$ cat src/rtl/oam_scanner.sv
// Mode-2 OAM search: walks all 40 OAM entries once per scanline and collects
// up to MAX_SPRITES sprites whose vertical span covers the latched line.
module oam_scanner #(
  parameter logic [15:0] OAM_BASE    = 16'hFE00,
  parameter int          MAX_SPRITES = 10
) (
  input  logic        clk_in,
  input  logic        rst_in,
  input  logic        tclk_in,
  input  logic        start_in,
  input  logic [7:0]  LY_in,
  input  logic        tall_sprite_mode_in,
  output logic [15:0] oam_addr_out,
  output logic        oam_req_out,
  input  logic [7:0]  oam_data_in,
  input  logic        oam_valid_in,
  output logic [17:0] sprite_buffer_out [MAX_SPRITES-1:0],
  output logic [3:0]  sprite_count_out,
  output logic        busy_out,
  output logic        done_out
);

  localparam logic [6:0] LAST_TICK = 7'd80;
  localparam logic [3:0] MAX_CNT   = 4'(MAX_SPRITES);

  typedef enum logic {IDLE, SCAN} state_t;

  state_t      state, state_nxt;
  logic [6:0]  t, t_nxt;
  logic        clear, capture, evaluate, finish;
  logic        req_nxt;
  logic [15:0] addr_nxt;
  logic [7:0]  ly_q;
  logic        tall_q;
  logic [7:0]  y_p1;
  logic [7:0]  data_eff;
  logic [5:0]  ent_n;
  logic        hit;
  logic [17:0] entry;

  function automatic logic sprite_hit(input logic [7:0] ly, input logic [7:0] y,
                                      input logic tall);
    logic [8:0] ly16, y9, h;
    ly16 = {1'b0, ly} + 9'd16;
    y9   = {1'b0, y};
    h    = tall ? 9'd16 : 9'd8;
    return (ly16 >= y9) && (ly16 < y9 + h);
  endfunction

  function automatic logic [3:0] sprite_row(input logic [7:0] ly, input logic [7:0] y);
    logic [8:0] d;
    d = {1'b0, ly} + 9'd16 - {1'b0, y};
    return d[3:0];
  endfunction

  always_comb begin
    state_nxt = state;
    t_nxt     = t;
    clear     = 1'b0;
    capture   = 1'b0;
    evaluate  = 1'b0;
    finish    = 1'b0;
    if (tclk_in) begin
      if (start_in) begin
        state_nxt = SCAN;
        t_nxt     = 7'd0;
        clear     = 1'b1;
      end else if (state == SCAN) begin
        capture  = t[0];
        evaluate = !t[0] && (t != 7'd0);
        if (t == LAST_TICK) begin
          state_nxt = IDLE;
          t_nxt     = 7'd0;
          finish    = 1'b1;
        end else begin
          t_nxt = t + 7'd1;
        end
      end
    end
  end

  // Even ticks fetch the Y byte, odd ticks the X byte of entry t/2.
  assign req_nxt  = (state_nxt == SCAN) && (t_nxt < LAST_TICK);
  assign addr_nxt = req_nxt ? (OAM_BASE + {8'd0, t_nxt[6:1], 2'b00} + {15'd0, t_nxt[0]})
                            : 16'h0000;

  // Stage p0: byte returned for the previous tick's request.
  assign data_eff = oam_valid_in ? oam_data_in : 8'hFF;
  assign ent_n    = t[6:1] - 6'd1;
  assign hit      = evaluate && sprite_hit(ly_q, y_p1, tall_q) && (sprite_count_out < MAX_CNT);
  assign entry    = {data_eff, ent_n, sprite_row(ly_q, y_p1)};

  // Stage p1: scan context and captured Y byte.
  always_ff @(posedge clk_in) begin
    if (clear) begin
      ly_q   <= LY_in;
      tall_q <= tall_sprite_mode_in;
    end
    if (capture) y_p1 <= data_eff;
  end

  always_ff @(posedge clk_in or posedge rst_in) begin
    if (rst_in) begin
      state            <= IDLE;
      t                <= 7'd0;
      oam_req_out      <= 1'b0;
      oam_addr_out     <= 16'h0000;
      busy_out         <= 1'b0;
      done_out         <= 1'b0;
      sprite_count_out <= 4'd0;
      for (int i = 0; i < MAX_SPRITES; i++) sprite_buffer_out[i] <= 18'h0;
    end else if (tclk_in) begin
      state        <= state_nxt;
      t            <= t_nxt;
      oam_req_out  <= req_nxt;
      oam_addr_out <= addr_nxt;
      busy_out     <= (state_nxt == SCAN);
      done_out     <= finish;
      if (clear) begin
        sprite_count_out <= 4'd0;
        for (int i = 0; i < MAX_SPRITES; i++) sprite_buffer_out[i] <= 18'h0;
      end else if (hit) begin
        for (int i = 0; i < MAX_SPRITES; i++)
          if (sprite_count_out == 4'(i)) sprite_buffer_out[i] <= entry;
        sprite_count_out <= sprite_count_out + 4'd1;
      end
    end
  end

endmodule

$ cat config.mk
export PLATFORM = sky130hd
export DESIGN_NAME = oam_scanner
export DESIGN_NICKNAME = d
export VERILOG_FILES = /design/src/rtl/oam_scanner.sv
export SDC_FILE = /design/constraint.sdc
export NUM_CORES = 1
export LEC_CHECK = 0
export BUFFER_PORTS_ARGS = -buffer_cell sky130_fd_sc_hd__buf_4
export CORE_MARGIN = 5
export CORE_UTILIZATION = 61
export CTS_BUF_LIST = sky130_fd_sc_hd__clkbuf_4
export CTS_CLUSTER_SIZE = 12
export DETAILED_ROUTE_END_ITERATION = 7
export PLACE_DENSITY = 0.88
export SLEW_MARGIN = 20
export SYNTH_ARGS = -nofsm -noshare
export SYNTH_HDL_FRONTEND = slang
export SYNTH_SLANG_ARGS = --single-unit
$ cat constraint.sdc
create_clock -name clk_in -period 12.31 [get_ports clk_in]
set_clock_uncertainty 0.05 [all_clocks]
set_input_delay 1.8465 -clock clk_in [delete_from_list [all_inputs] [get_ports clk_in]]
set_output_delay 1.8465 -clock clk_in [all_outputs]
set_load 0.02 [all_outputs]
==> impl_metrics.env <==
export IMPL_status="finished, final reports clean"
export IMPL_peakVddDrop_v=0.0000981
export IMPL_wl_per_cell_um=20.2
export IMPL_nets=1132
export IMPL_die_w_um=138
export IMPL_cpPeakStageDelay_ns=0.73
export IMPL_synth_top_area_share=0.502
export IMPL_period_needed_ns=4.00
export IMPL_r2r_start="tall_q$_DFFE_PP_"
export IMPL_io_buffers=222
export IMPL_placed_cells=1243
export IMPL_place_hpwl_um=18400
export IMPL_final_cells=1339
export IMPL_yosysUniqueCellTypes=53
export IMPL_initial_utilization=0.626
export IMPL_fin_util=0.768
export IMPL_synth_top_cell_by_area="dfrtp_1"
export IMPL_drive_gt1_frac=0.292
export IMPL_postCtsHoldBufs=0
export IMPL_cts_sinks=218
export IMPL_globalplace_congestion=0.891
export IMPL_required_ns=12.83
export IMPL_dieArea_sq_um=19100
export IMPL_tightest_slew_ns=1.13
export IMPL_synthCells=861
export IMPL_regArea_sq_um=5540
export IMPL_synth_area_sq_um=10000
export IMPL_via_per_inst=5.64
export IMPL_syn_mean_instance_area_sq_um=11.6
export IMPL_hold_end="sprite_buffer_out[131]$_DFFE_PP0P_"
export IMPL_fin_crit_sh=0.325
export IMPL_yosysSeqAreaShare=0.553
export IMPL_grt_remaining_overflow=0
export IMPL_fillers=1100
export IMPL_critPathKind="flop to flop"
export IMPL_cts_tree="done"
export IMPL_cts_buffer_depth=3
export IMPL_fp_row_count=46
export IMPL_worst_setup_path_end_kind="flop"
export IMPL_hold_start="sprite_buffer_out[131]$_DFFE_PP0P_"
export IMPL_ys_ff_latch=218
export IMPL_cellLeakagePower_nw=7.14
export IMPL_synthArstFlopShare=0.922
export IMPL_post_cts_resize_count=0
export IMPL_synth_area_leaders="dfrtp_1, mux2i_1, nand2_1"
export IMPL_cts_reportedPaths_clkPinSlew_ns=0.07
export IMPL_synth_common_cells="nand2_1, dfrtp_1, mux2i_1"
export IMPL_drt_iter0_markers=609
export IMPL_finalSetupViolCount=0
export IMPL_slew_headroom=0.244
export IMPL_tns_ns=0
export IMPL_synth_most_common_cell="nand2_1"
export IMPL_r2r_end="sprite_buffer_out[160]$_DFFE_PP0P_"
export IMPL_holdPathStages=1
export IMPL_crit_family="simple AND/OR/NAND/NOR gates"
export IMPL_syn2layout_area_growth_pct=22.7
export IMPL_critPathMaxFanout=18
export IMPL_grt_pass1_wl_um=42800
export IMPL_yosysWarningCount=0
export IMPL_max_freq_ghz=0.250
export IMPL_cts_root_buf="clkbuf_4"
export IMPL_maxCapViolCount=0
export IMPL_start_kind="flop"
export IMPL_multi_input_area_sq_um=3920
export IMPL_hold_viol=0
export IMPL_worst_ep_arrival_time_ns=4.52
export IMPL_remaining_drc_errors=0
export IMPL_insertion_delay_ns=0.67
export IMPL_grt_antenna_before_repair=1
export IMPL_dieHeight_um=138
export IMPL_h_tree_depth=2
export IMPL_grt_usage=0.280
export IMPL_critPathBufInv=2
export IMPL_hold_class="flop to flop"
export IMPL_dr_pass1_iters=5
export IMPL_grt_pass1_vias=7808
export IMPL_power_density_nw_per_um2=133
export IMPL_finalMaxSlewViolations=0
export IMPL_ant_nets=0
export IMPL_synth_edf_count=17
export IMPL_core_area_sq_um=16000
export IMPL_vias=7546
export IMPL_reg2reg_depth=12
export IMPL_crit_path_cell_trace="inv_1 -> ha_1 -> inv_1 -> fa_1 -> nor3_1 -> xnor2_1 -> ha_1 -> and4_2 -> a211oi_2 -> o211a_4 -> nand4_2 -> mux2i_1"
export IMPL_rrSetupSlack_ns=8.31
export IMPL_grt_max_degree=116
export IMPL_critPathSlowestCell="nand4_2"
export IMPL_numCtsBuffers=54
export IMPL_synthFlopType="dfrtp_1"
export IMPL_rsz0062_at_grt="false"
export IMPL_post_cts_buffers=0
export IMPL_io_pins=225
export IMPL_path_depth=12
export IMPL_wirelength_um=27100
export IMPL_holdWs_ns=0.446
## report_power, final
| part | internal [W] | switching, W |
|---|---|---|
| clock | 0.000334 | 0.000289 |
| combinational | 0.0000753 | 0.000174 |
| sequential | 0.000745 | 0.0000200 |
| total | 0.00115 | 0.000482 |
## layer usage
metal	track usage	wire length, um
met5	0	0
met1	0.368	10800
met2	0.440	12600
met3	0.0945	2970
met4	0.0983	724
## metrics by stage
step	worst slack [ns]	instance area [sq um]	power, W
6_report	8.31	12300	0.00164
5_1_grt	8.14	12300	0.00171
4_1_cts	8.31	12300	0.00164
3_5_place_dp	7.83	11600	0.00102
3_3_place_gp	7.90	11600	0.00102
2_1_floorplan	4.93	10000	0.000923
## flip-flops by register name (all words and copies together) (netlist names)
register,count
done_out,1
ly_q,8
oam_addr_out,8
sprite_buffer_out,180
sprite_count_out,4
state,1
t,7
tall_q,1
y_p1,8
## placed cells by master, fill, tap and decap left out, types with 5 or more instances in the layout
| master | count |
|---|---|
| o21ai_0 | 10 |
| inv_1 | 30 |
| nor2b_1 | 14 |
| edfxtp_1 | 17 |
| mux2i_1 | 169 |
| nor2_1 | 5 |
| ha_1 | 25 |
| dfrtp_1 | 201 |
| clkbuf_4 | 79 |
| clkinv_1 | 13 |
| nand4_1 | 9 |
| o2bb2ai_1 | 18 |
| buf_4 | 229 |
| nand2_1 | 205 |
| nand3_1 | 12 |
| xnor2_1 | 9 |
| xor2_1 | 7 |
## cell families (layout without fill, tap and decap cells)
family	after synthesis	count (layout)	synth area share
other cells	1	3	0.000374
compound gates	56	56	0.0457
flops	218	218	0.553
fa+ha+maj	27	27	0.0352
mux	170	170	0.170
xor+xnor	16	16	0.0140
buf+inv	96	356	0.0579
simple gates	277	277	0.124
## area by class of cell
cell class,count,area share
Sequential cell,218,0.451
Multi-Input combinational cell,548,0.319
Timing Repair Buffer,230,0.141
Clock buffer,79,0.0483
Tap cell,216,0.0220
Inverter,31,0.0101
Clock inverter,16,0.00926
Antenna cell,1,0.000204
## worst max-delay path by stage
stage                           from                            endpoint  slack (ns)
floorplan                     rst_in                done_out$_DFFE_PP0P_        4.93
global placement             tclk_in         oam_addr_out[7]$_DFFE_PP0P_        7.90
detailed placement           tclk_in         oam_addr_out[3]$_DFFE_PP0P_        7.83
CTS                 tall_q$_DFFE_PP_  sprite_buffer_out[160]$_DFFE_PP0P_        8.31
global route        tall_q$_DFFE_PP_  sprite_buffer_out[161]$_DFFE_PP0P_        8.14
finish              tall_q$_DFFE_PP_  sprite_buffer_out[160]$_DFFE_PP0P_        8.31
(Power assumes the default switching activity.)
